$ cat src/rtl/writeback_arbiter.sv
// Register-file write-port arbiter. The in-order writeback always wins the port;
// long-latency completions queue in a FIFO and drain into idle cycles. A
// per-register busy scoreboard feeds the decode hazard check.
module writeback_arbiter #(
  parameter int unsigned DEPTH        = 4,
  parameter int unsigned STARVE_LIMIT = 8
) (
  input  logic        clk,
  input  logic        rst,
  input  logic        wb_valid,
  input  logic [4:0]  wb_id,
  input  logic [31:0] wb_data,
  input  logic        issue_valid,
  input  logic [4:0]  issue_id,
  output logic        issue_ready,
  input  logic        cpl_valid,
  input  logic [4:0]  cpl_id,
  input  logic [31:0] cpl_data,
  output logic        cpl_ready,
  input  logic [4:0]  read1,
  input  logic [4:0]  read2,
  output logic        hazard,
  output logic        stall_req,
  output logic        enable_write,
  output logic [4:0]  write_id,
  output logic [31:0] write_data,
  output logic        err
);

  localparam int unsigned ID_W   = 5;
  localparam int unsigned DATA_W = 32;
  localparam int unsigned NREG   = 32;
  localparam int unsigned PTR_W  = (DEPTH > 1) ? $clog2(DEPTH) : 1;
  localparam int unsigned CNT_W  = $clog2(DEPTH + 1);
  localparam int unsigned AGE_W  = (STARVE_LIMIT > 0) ? $clog2(STARVE_LIMIT + 1) : 1;

  logic [NREG-1:0]   busy_q, busy_d;
  logic [ID_W-1:0]   fifo_id_q   [DEPTH];
  logic [DATA_W-1:0] fifo_data_q [DEPTH];
  logic [PTR_W-1:0]  rd_ptr_q, rd_ptr_d;
  logic [PTR_W-1:0]  wr_ptr_q, wr_ptr_d;
  logic [CNT_W-1:0]  count_q, count_d;
  logic [CNT_W-1:0]  outst_q, outst_d;
  logic [AGE_W-1:0]  age_q, age_d;
  logic              stall_q, stall_d;
  logic              err_q, err_d;

  logic              fifo_empty;
  logic              push;
  logic              pop;
  logic              issue_fire;
  logic              outst_dec;
  logic [ID_W-1:0]   head_id;
  logic [DATA_W-1:0] head_data;

  // Circular pointer advance that also works for non-power-of-two depths
  function automatic logic [PTR_W-1:0] ptr_inc(input logic [PTR_W-1:0] p);
    return (p == PTR_W'(DEPTH - 1)) ? '0 : p + PTR_W'(1);
  endfunction

  // Port arbitration, readiness and hazard detection
  assign fifo_empty   = (count_q == '0);
  assign head_id      = fifo_id_q[rd_ptr_q];
  assign head_data    = fifo_data_q[rd_ptr_q];
  assign pop          = !wb_valid && !fifo_empty;
  assign cpl_ready    = (count_q != CNT_W'(DEPTH));
  assign push         = cpl_valid && cpl_ready;
  assign issue_ready  = !busy_q[issue_id] && (outst_q < CNT_W'(DEPTH));
  assign issue_fire   = issue_valid && issue_ready && (issue_id != '0);
  assign outst_dec    = pop && (outst_q != '0);

  assign enable_write = wb_valid || !fifo_empty;
  assign write_id     = wb_valid ? wb_id   : head_id;
  assign write_data   = wb_valid ? wb_data : head_data;

  // Same-cycle drain forwards through the register file, so it is not a hazard
  assign hazard = (busy_q[read1] && !(pop && (head_id == read1))) ||
                  (busy_q[read2] && !(pop && (head_id == read2)));

  assign stall_req = stall_q;
  assign err       = err_q;

  // Next-state for scoreboard, FIFO bookkeeping, starvation and error tracking
  always_comb begin
    busy_d   = busy_q;
    rd_ptr_d = rd_ptr_q;
    wr_ptr_d = wr_ptr_q;
    count_d  = count_q;
    outst_d  = outst_q;
    age_d    = age_q;
    stall_d  = stall_q;
    err_d    = err_q;

    if (pop) begin
      busy_d[head_id] = 1'b0;
      rd_ptr_d        = ptr_inc(rd_ptr_q);
    end
    if (issue_fire) begin
      busy_d[issue_id] = 1'b1;
    end
    busy_d[0] = 1'b0;

    if (push) begin
      wr_ptr_d = ptr_inc(wr_ptr_q);
    end
    unique case ({push, pop})
      2'b10:   count_d = count_q + CNT_W'(1);
      2'b01:   count_d = count_q - CNT_W'(1);
      default: count_d = count_q;
    endcase

    unique case ({issue_fire, outst_dec})
      2'b10:   outst_d = outst_q + CNT_W'(1);
      2'b01:   outst_d = outst_q - CNT_W'(1);
      default: outst_d = outst_q;
    endcase

    if (fifo_empty || pop) begin
      age_d = '0;
    end else if (age_q < AGE_W'(STARVE_LIMIT)) begin
      age_d = age_q + AGE_W'(1);
    end

    stall_d = (stall_q || (age_q >= AGE_W'(STARVE_LIMIT))) && !pop;

    if (push && !busy_q[cpl_id]) begin
      err_d = 1'b1;
    end
    if (wb_valid && (busy_q[wb_id] || stall_q)) begin
      err_d = 1'b1;
    end
  end

  // State registers with synchronous reset
  always_ff @(posedge clk) begin
    if (rst) begin
      busy_q   <= '0;
      rd_ptr_q <= '0;
      wr_ptr_q <= '0;
      count_q  <= '0;
      outst_q  <= '0;
      age_q    <= '0;
      stall_q  <= 1'b0;
      err_q    <= 1'b0;
    end else begin
      busy_q   <= busy_d;
      rd_ptr_q <= rd_ptr_d;
      wr_ptr_q <= wr_ptr_d;
      count_q  <= count_d;
      outst_q  <= outst_d;
      age_q    <= age_d;
      stall_q  <= stall_d;
      err_q    <= err_d;
    end
  end

  // FIFO payload storage; validity is tracked by the count, so no reset
  always_ff @(posedge clk) begin
    if (push) begin
      fifo_id_q[wr_ptr_q]   <= cpl_id;
      fifo_data_q[wr_ptr_q] <= cpl_data;
    end
  end

endmodule

$ cat config.mk
export PLATFORM = sky130hd
export DESIGN_NAME = writeback_arbiter
export DESIGN_NICKNAME = d
export VERILOG_FILES = /design/src/rtl/writeback_arbiter.sv
export SDC_FILE = /design/constraint.sdc
export NUM_CORES = 1
export LEC_CHECK = 0
export BUFFER_PORTS_ARGS = -buffer_cell sky130_fd_sc_hd__buf_2
export CAP_MARGIN = 20
export CORE_MARGIN = 10
export CORE_UTILIZATION = 35
export CTS_BUF_LIST = sky130_fd_sc_hd__clkbuf_4 sky130_fd_sc_hd__clkbuf_8 sky130_fd_sc_hd__clkbuf_16
export DETAILED_ROUTE_END_ITERATION = 8
export PLACE_DENSITY = 0.51
export RECOVER_POWER = 25
export SYNTH_ARGS = -nofsm -noshare
export SYNTH_HDL_FRONTEND = slang
export SYNTH_SLANG_ARGS = --single-unit
$ cat constraint.sdc
create_clock -name clk -period 3.4 [get_ports clk]
set_input_delay 0.17 -clock clk [delete_from_list [all_inputs] [get_ports clk]]
set_output_delay 0.17 -clock clk [all_outputs]
set_load 0.01 [all_outputs]
==> impl_metrics.csv, run 1 <==
group,metric,value,unit
outcome,status,"finished clean",
worst_setup_path,cp-end-kind,"register",
power_and_ir_drop,p_sw_share,32.0,%
timing,period_minus_slack,2.97,ns
clock_network,root_buffer,"clkbuf_16",
clock_network,cts_buffers,17,
die,die_area,34600,um^2
grt,grt_use_total,15.9,%
worst_setup_path,criticalPathCategory,"reg -> reg",
synthesis,synth-edff-count,148,
timing,hold_violations,0,
synthesis,ys_types,59,
die,die_x,186,um
finish,mostFrequentLayoutCell,"edfxtp_1",
timing,fin_skew,0.0185,ns
synthesis,ys.warnings.count,0,
placed_design,hpwl,18700,um
finish,fillerInstances,2481,
die,core-area,27000,um^2
finish,final_area,11600,um^2
synthesis,syn_inst,656,
worst_setup_path,reg2reg_from,"busy_q[1]$_SDFF_PP0_",
clock_network,post_cts_resized,0,
worst_hold_path,hold_start,"cpl_id[4]",
grt,grt_pass1_vias,7061,
worst_hold_path,min_to,"fifo_id_q[3][4]$_DFFE_PP_",
flow_run,drv_cap,0,
route,via_per_inst,5.57,
power_and_ir_drop,switching_power,2.15,mW
placed_design,io_buffers,136,
synthesis,synthArstFlopShare,0,%
timing,slew_viol_final,0,
route,dr.pass1.iters,5,
finish,drive_gt1_share,33.5,%
die,initial_core_util,35.7,%
worst_hold_path,holdPathStages,1,
worst_setup_path,worstPathRequired,3.76,ns
worst_setup_path,ff2ff_setup_slack,0.43,ns
grt,grt_antenna_before_repair,1,
worst_setup_path,worstPathMaxFanout,6,
placed_design,gp_congestion,0.858,
worst_setup_path,rr_worst_depth,11,
power_and_ir_drop,power,6.73,mW
grt,grt_max_degree,50,
timing,worstMarginPinSlew,0.988,ns
synthesis,postSynthAreaPerCell,14.7,um^2
die,io_pins,137,
finish,area_delta_synth_final,19.9,%
clock_network,cts_tree,"done",
finish,most-common-layout-cells,"edfxtp_1, buf_2, mux4_2, dfxtp_1, mux2_2",
power_and_ir_drop,intPower,4.58,mW
synthesis,ys_seq_elements,197,
power_and_ir_drop,pwr-share-clk,32.0,%
worst_setup_path,regToRegEndpoint,"outst_q[2]$_SDFFE_PP0P_",
synthesis,yosysSeqAreaShare,56.2,%
clock_network,clk_latency,0.45,ns
finish,fin_nets,915,
power_and_ir_drop,vdd_drop_max,0.352,mV
timing,rsz0062_at_grt,"no",
clock_network,clk_pin_slew_worst_paths,0.08,ns
timing,fin_tns_setup,0,ns
synthesis,ys.flop_type,"edfxtp_1",
route,vias,6484,
route,route.detailed.drc,0,
power_and_ir_drop,power_frac_comb,24.4,%
worst_hold_path,holdCritPathClass,"in -> reg",
power_and_ir_drop,power.density,581,nW/um^2
timing,clock.fmax,0.337,GHz
die,fp-row-count,60,
synthesis,syn_nets,761,
grt,grt_pass1_wl,41400,um
timing,setup_violations,0,
route,drt-wirelength-per-cell,23.2,um
timing,whs,0.104,ns
route,routed_wl,27000,um
timing,finalCritPeriodShare,87.3,%
grt,grt_overflow,0,
timing,max_slew_margin,34.1,%
route,ant_nets,0,
clock_network,post_cts_buffers,0,
placed_design,postPlaceCellArea,10600,um^2
worst_setup_path,cp-start-kind,"register",
clock_network,clockBufferDepth,2,
synthesis,syn-cell-area,9660,um^2
power_and_ir_drop,seqPwrFrac,43.5,%
route,first_iter_violations,532,
worst_setup_path,crit_arrival,3.33,ns
clock_network,clock_sinks,197,
die,die_h,186,um
clock_network,htreeDepth,4,
power_and_ir_drop,p_leak,3.95,nW
clock_network,cts-hold-fix-buffers,32,
## synth_stat cells (14+ instances only)
cell type,n,area share [%]
dfxtp_1,49,10
mux2i_1,15,1.6
o21ai_0,20,1.0
nor2_1,20,0.78
nor2b_1,23,1.5
clkbuf_1,21,0.82
o21ai_1,34,1.8
mux4_2,60,14
nand3b_1,25,1.9
buf_2,14,0.73
nand2_1,28,1.1
inv_1,17,0.66
edfxtp_1,148,46
mux2_2,45,5.2
a21oi_1,14,0.73
## per-layer routing
layer	track usage, %	vias up	part of all wire [%]
met3	3.90	34	6.5
met2	26.9	283	50
met5	0	-	0
met1	19.4	3272	41
li1	-	2895	-
met4	5.58	0	2.4
## flip-flops by register name (all words and copies together) (netlist names), named ones only
| signal | count |
|---|---|
| fifo_data_q | 128 |
| stall_req | 1 |
| outst_q | 3 |
| busy_q | 31 |
| count_q | 3 |
| rd_ptr_q | 2 |
| age_q | 4 |
| wr_ptr_q | 2 |
| fifo_id_q | 20 |
| err | 1 |
## worst max-delay path by stage
stage               slack [ns]            startpoint  depth (start not counted)                       to
floorplan                 0.75  busy_q[1]$_SDFF_PP0_                         11  outst_q[2]$_SDFFE_PP0P_
global placement          0.47           issue_id[0]                         12  outst_q[2]$_SDFFE_PP0P_
detailed placement        0.39           issue_id[1]                         12  outst_q[2]$_SDFFE_PP0P_
CTS                       0.39              register                          6                   hazard
global route              0.22  busy_q[1]$_SDFF_PP0_                         11  outst_q[2]$_SDFFE_PP0P_
finish                    0.43  busy_q[1]$_SDFF_PP0_                         11  outst_q[2]$_SDFFE_PP0P_
## cell families (layout without fill, tap and decap cells)
family,count (synthesis),count (layout),synth area share [%]
compound gates,88,88,5.21
flops,197,197,56.2
xor+xnor,16,16,1.45
mux,130,130,23.2
fa+ha+maj,11,11,1.58
other cells,0,1,0
buf+inv,59,226,2.67
simple gates,155,155,9.67
## per-stage QoR
step | utilization [%] | setup slack (ns) | std cells
after global routing | 42.8 | 0.225 | 1164
after global placement | 39.4 | 0.470 | 1100
final | 42.9 | 0.433 | 1165
after CTS | 43.0 | 0.392 | 1164
after detailed placement | 39.4 | 0.389 | 1100
after floorplan | - | 0.746 | 656
## layout make-up
type                            count  area, um^2  share of cell area [%]
Clock inverter                     15         223                    1.92
Antenna cell                        1        2.50                  0.0216
Tap cell                          341         427                    3.68
Timing Repair Buffer              176        1030                    8.89
Clock buffer                       17         425                    3.67
Sequential cell                   197        5430                    46.9
Multi-Input combinational cell    400        3980                    34.4
Inverter                           18        67.6                   0.583
## critical path, stage by stage (launching register included)
cell and delay, ns:
dfxtp_1 0.46, mux2i_1 0.15, mux4_1 0.50, mux2_2 0.28
o21ai_1 0.16, or2_1 0.14, ha_1 0.18, inv_1 0.06
fa_1 0.37, xor2_1 0.16, or3_1 0.30, a21oi_1 0.14
## power groups by stage
| stage | Clock [mW] | Combinational [mW] | Sequential, mW |
|---|---|---|---|
| after floorplan | 0 | 1.13 | 2.91 |
| after global placement | 0 | 1.61 | 2.98 |
| after detailed placement | 0 | 1.64 | 3.00 |
| after CTS | 2.20 | 1.68 | 2.94 |
| after global routing | 2.30 | 1.80 | 2.96 |
| final | 2.16 | 1.65 | 2.93 |
No activity file was read; power rests on OpenSTA's default activity.
==> run 2: changes to the inputs <==
--- a/config.mk
+++ b/config.mk
@@ -11,7 +11,7 @@
 export CORE_UTILIZATION = 35
 export CTS_BUF_LIST = sky130_fd_sc_hd__clkbuf_4 sky130_fd_sc_hd__clkbuf_8 sky130_fd_sc_hd__clkbuf_16
 export DETAILED_ROUTE_END_ITERATION = 8
-export PLACE_DENSITY = 0.51
+export PLACE_DENSITY = 0.57
 export RECOVER_POWER = 25
 export SYNTH_ARGS = -nofsm -noshare
 export SYNTH_HDL_FRONTEND = slang
==> impl_metrics.csv, run 2 (synthesized netlist as in run 1, its figures left out) <==
group,metric,value,unit
outcome,status,"finished clean",
worst_setup_path,worstPathMaxFanout,6,
timing,setup_violations,0,
finish,drive_gt1_share,33.5,%
worst_setup_path,criticalPathCategory,"reg -> reg",
worst_setup_path,reg2reg_from,"busy_q[2]$_SDFF_PP0_",
clock_network,post_cts_buffers,0,
clock_network,root_buffer,"clkbuf_16",
finish,ff_latch_area,5430,um^2
worst_setup_path,cp-start-kind,"register",
timing,period_minus_slack,2.89,ns
grt,met3_usage,3.55,%
worst_hold_path,holdPathStages,1,
route,ant_nets,0,
worst_hold_path,holdCritPathClass,"in -> reg",
timing,finalCritPeriodShare,85.0,%
route,routed_wl,25500,um
route,vias,6367,
grt,met2_usage,24.2,%
clock_network,htreeDepth,4,
grt,grt_antenna_before_repair,1,
worst_setup_path,cp-startpoint,"busy_q[2]$_SDFF_PP0_",
worst_setup_path,crit_end,"outst_q[2]$_SDFFE_PP0P_",
finish,largest_register,"fifo_data_q",
grt,grt_overflow,0,
power_and_ir_drop,power.density,571,nW/um^2
worst_setup_path,regToRegEndpoint,"outst_q[2]$_SDFFE_PP0P_",
clock_network,clock_sinks,197,
clock_network,cts-hold-fix-buffers,32,
die,die_x,186,um
finish,multi_input_area,3980,um^2
timing,clock.fmax,0.346,GHz
timing,fin_tns_setup,0,ns
timing,max_slew_margin,33.0,%
grt,grt_pass1_vias,6656,
finish,fin_nets,918,
clock_network,clockBufferDepth,2,
grt,busiest_layer,"met2",
finish,reg.largest.list,"fifo_data_q: 128 flops, busy_q: 31 flops, fifo_id_q: 20 flops",
timing,hold_violations,0,
die,die_area,34600,um^2
clock_network,clk_pin_slew_worst_paths,0.08,ns
clock_network,post_cts_resized,0,
grt,use_met1,19.6,%
die,die_h,186,um
power_and_ir_drop,power,6.60,mW
worst_setup_path,crit_arrival,3.24,ns
die,io_pins,137,
route,dr.pass1.iters,5,
worst_setup_path,cp-end-kind,"register",
power_and_ir_drop,p_leak,3.95,nW
route,first_iter_violations,598,
clock_network,cts_buffers,17,
timing,slew_viol_final,0,
grt,grt_pass1_wl,39600,um
timing,whs,0.116,ns
timing,rsz0062_at_grt,"no",
flow_run,drv_cap,0,
placed_design,io_buffers,136,
route,drt-wirelength-per-cell,21.8,um
worst_setup_path,worstPathRequired,3.76,ns
power_and_ir_drop,vdd_drop_max,0.442,mV
finish,area_delta_synth_final,19.7,%
die,core-area,27000,um^2
finish,most-common-layout-cells,"edfxtp_1, buf_2, mux4_2, dfxtp_1, mux2_2",
placed_design,hpwl,17100,um
worst_setup_path,ff2ff_setup_slack,0.51,ns
grt,grt_use_total,15.1,%
clock_network,clk_latency,0.44,ns
finish,largest_reg_flops,128,
die,fp-row-count,60,
finish,fillerInstances,2462,
grt,grt_max_degree,50,
worst_setup_path,rr_worst_depth,11,
timing,worstMarginPinSlew,1.00,ns
timing,fin_skew,0.0271,ns
finish,mostFrequentLayoutCell,"edfxtp_1",
route,route.detailed.drc,0,
die,initial_core_util,35.7,%
clock_network,cts_tree,"done",
placed_design,gp_congestion,0.858,
route,via_per_inst,5.45,
==> run 2: cell types whose count changed in the layout (fill, tap and decap cells not counted) <==
cell / delta
inv_12: -4
buf_4: +3
buf_2: -1
clkbuf_1: +1
clkinv_1: +1
clkinv_4: +1
clkinvlp_4: +1
inv_16: -1
inv_6: +1
inv_8: +1
==> run 2: layout make-up <==
| type | instances | share of cell area (%) |
|---|---|---|
| Tap cell | 341 | 3.69 |
| Inverter | 18 | 0.585 |
| Antenna cell | 1 | 0.0217 |
| Clock buffer | 17 | 3.68 |
| Multi-Input combinational cell | 400 | 34.4 |
| Clock inverter | 15 | 1.54 |
| Sequential cell | 197 | 47.0 |
| Timing Repair Buffer | 179 | 9.09 |
==> run 2: power breakdown <==
part | internal, mW | switching [mW]
Clock | 0.998 | 1.04
Sequential | 2.80 | 0.118
Combinational | 0.741 | 0.898
Total | 4.54 | 2.06
==> run 2: metrics by stage <==
stage | instances | area, um^2 | util [%] | worst slack [ns]
after CTS | 1167 | 11600 | 42.9 | 0.528
after global routing | 1167 | 11600 | 42.8 | 0.364
final | 1168 | 11600 | 42.8 | 0.512
after global placement | 1103 | 10700 | 39.5 | 0.454
after floorplan | 656 | 9660 | - | 0.746
after detailed placement | 1103 | 10700 | 39.5 | 0.437
==> run 2: how the worst min path moves through the flow <==
| stage | endpoint | start | slack (ns) |
|---|---|---|---|
| floorplan | fifo_data_q[0][0]$_DFFE_PP_ | cpl_data[0] | 0.27 |
| global placement | fifo_data_q[3][9]$_DFFE_PP_ | cpl_data[9] | 0.39 |
| detailed placement | fifo_data_q[0][3]$_DFFE_PP_ | cpl_data[3] | 0.39 |
| CTS | fifo_id_q[0][4]$_DFFE_PP_ | cpl_id[4] | 0.01 |
| global route | fifo_id_q[2][4]$_DFFE_PP_ | cpl_id[4] | 0.11 |
| finish | fifo_id_q[0][4]$_DFFE_PP_ | cpl_id[4] | 0.12 |
==> run 2: critical path, cell delays in order (launching register included) <==
cell and delay [ns]:
dfxtp_1 0.46, nand2_1 0.10, mux4_1 0.51, mux2_2 0.27, o21ai_1 0.16, or2_1 0.13
ha_1 0.18, inv_1 0.06, fa_1 0.37, xor2_1 0.15, or3_1 0.30, a21oi_1 0.14
==> run 2: per-layer routing <==
metal | wire length, um | part of all wire (%)
met1 | 10800 | 42
met2 | 12400 | 48
met3 | 1800 | 7.0
met4 | 582 | 2.3
met5 | 0 | 0
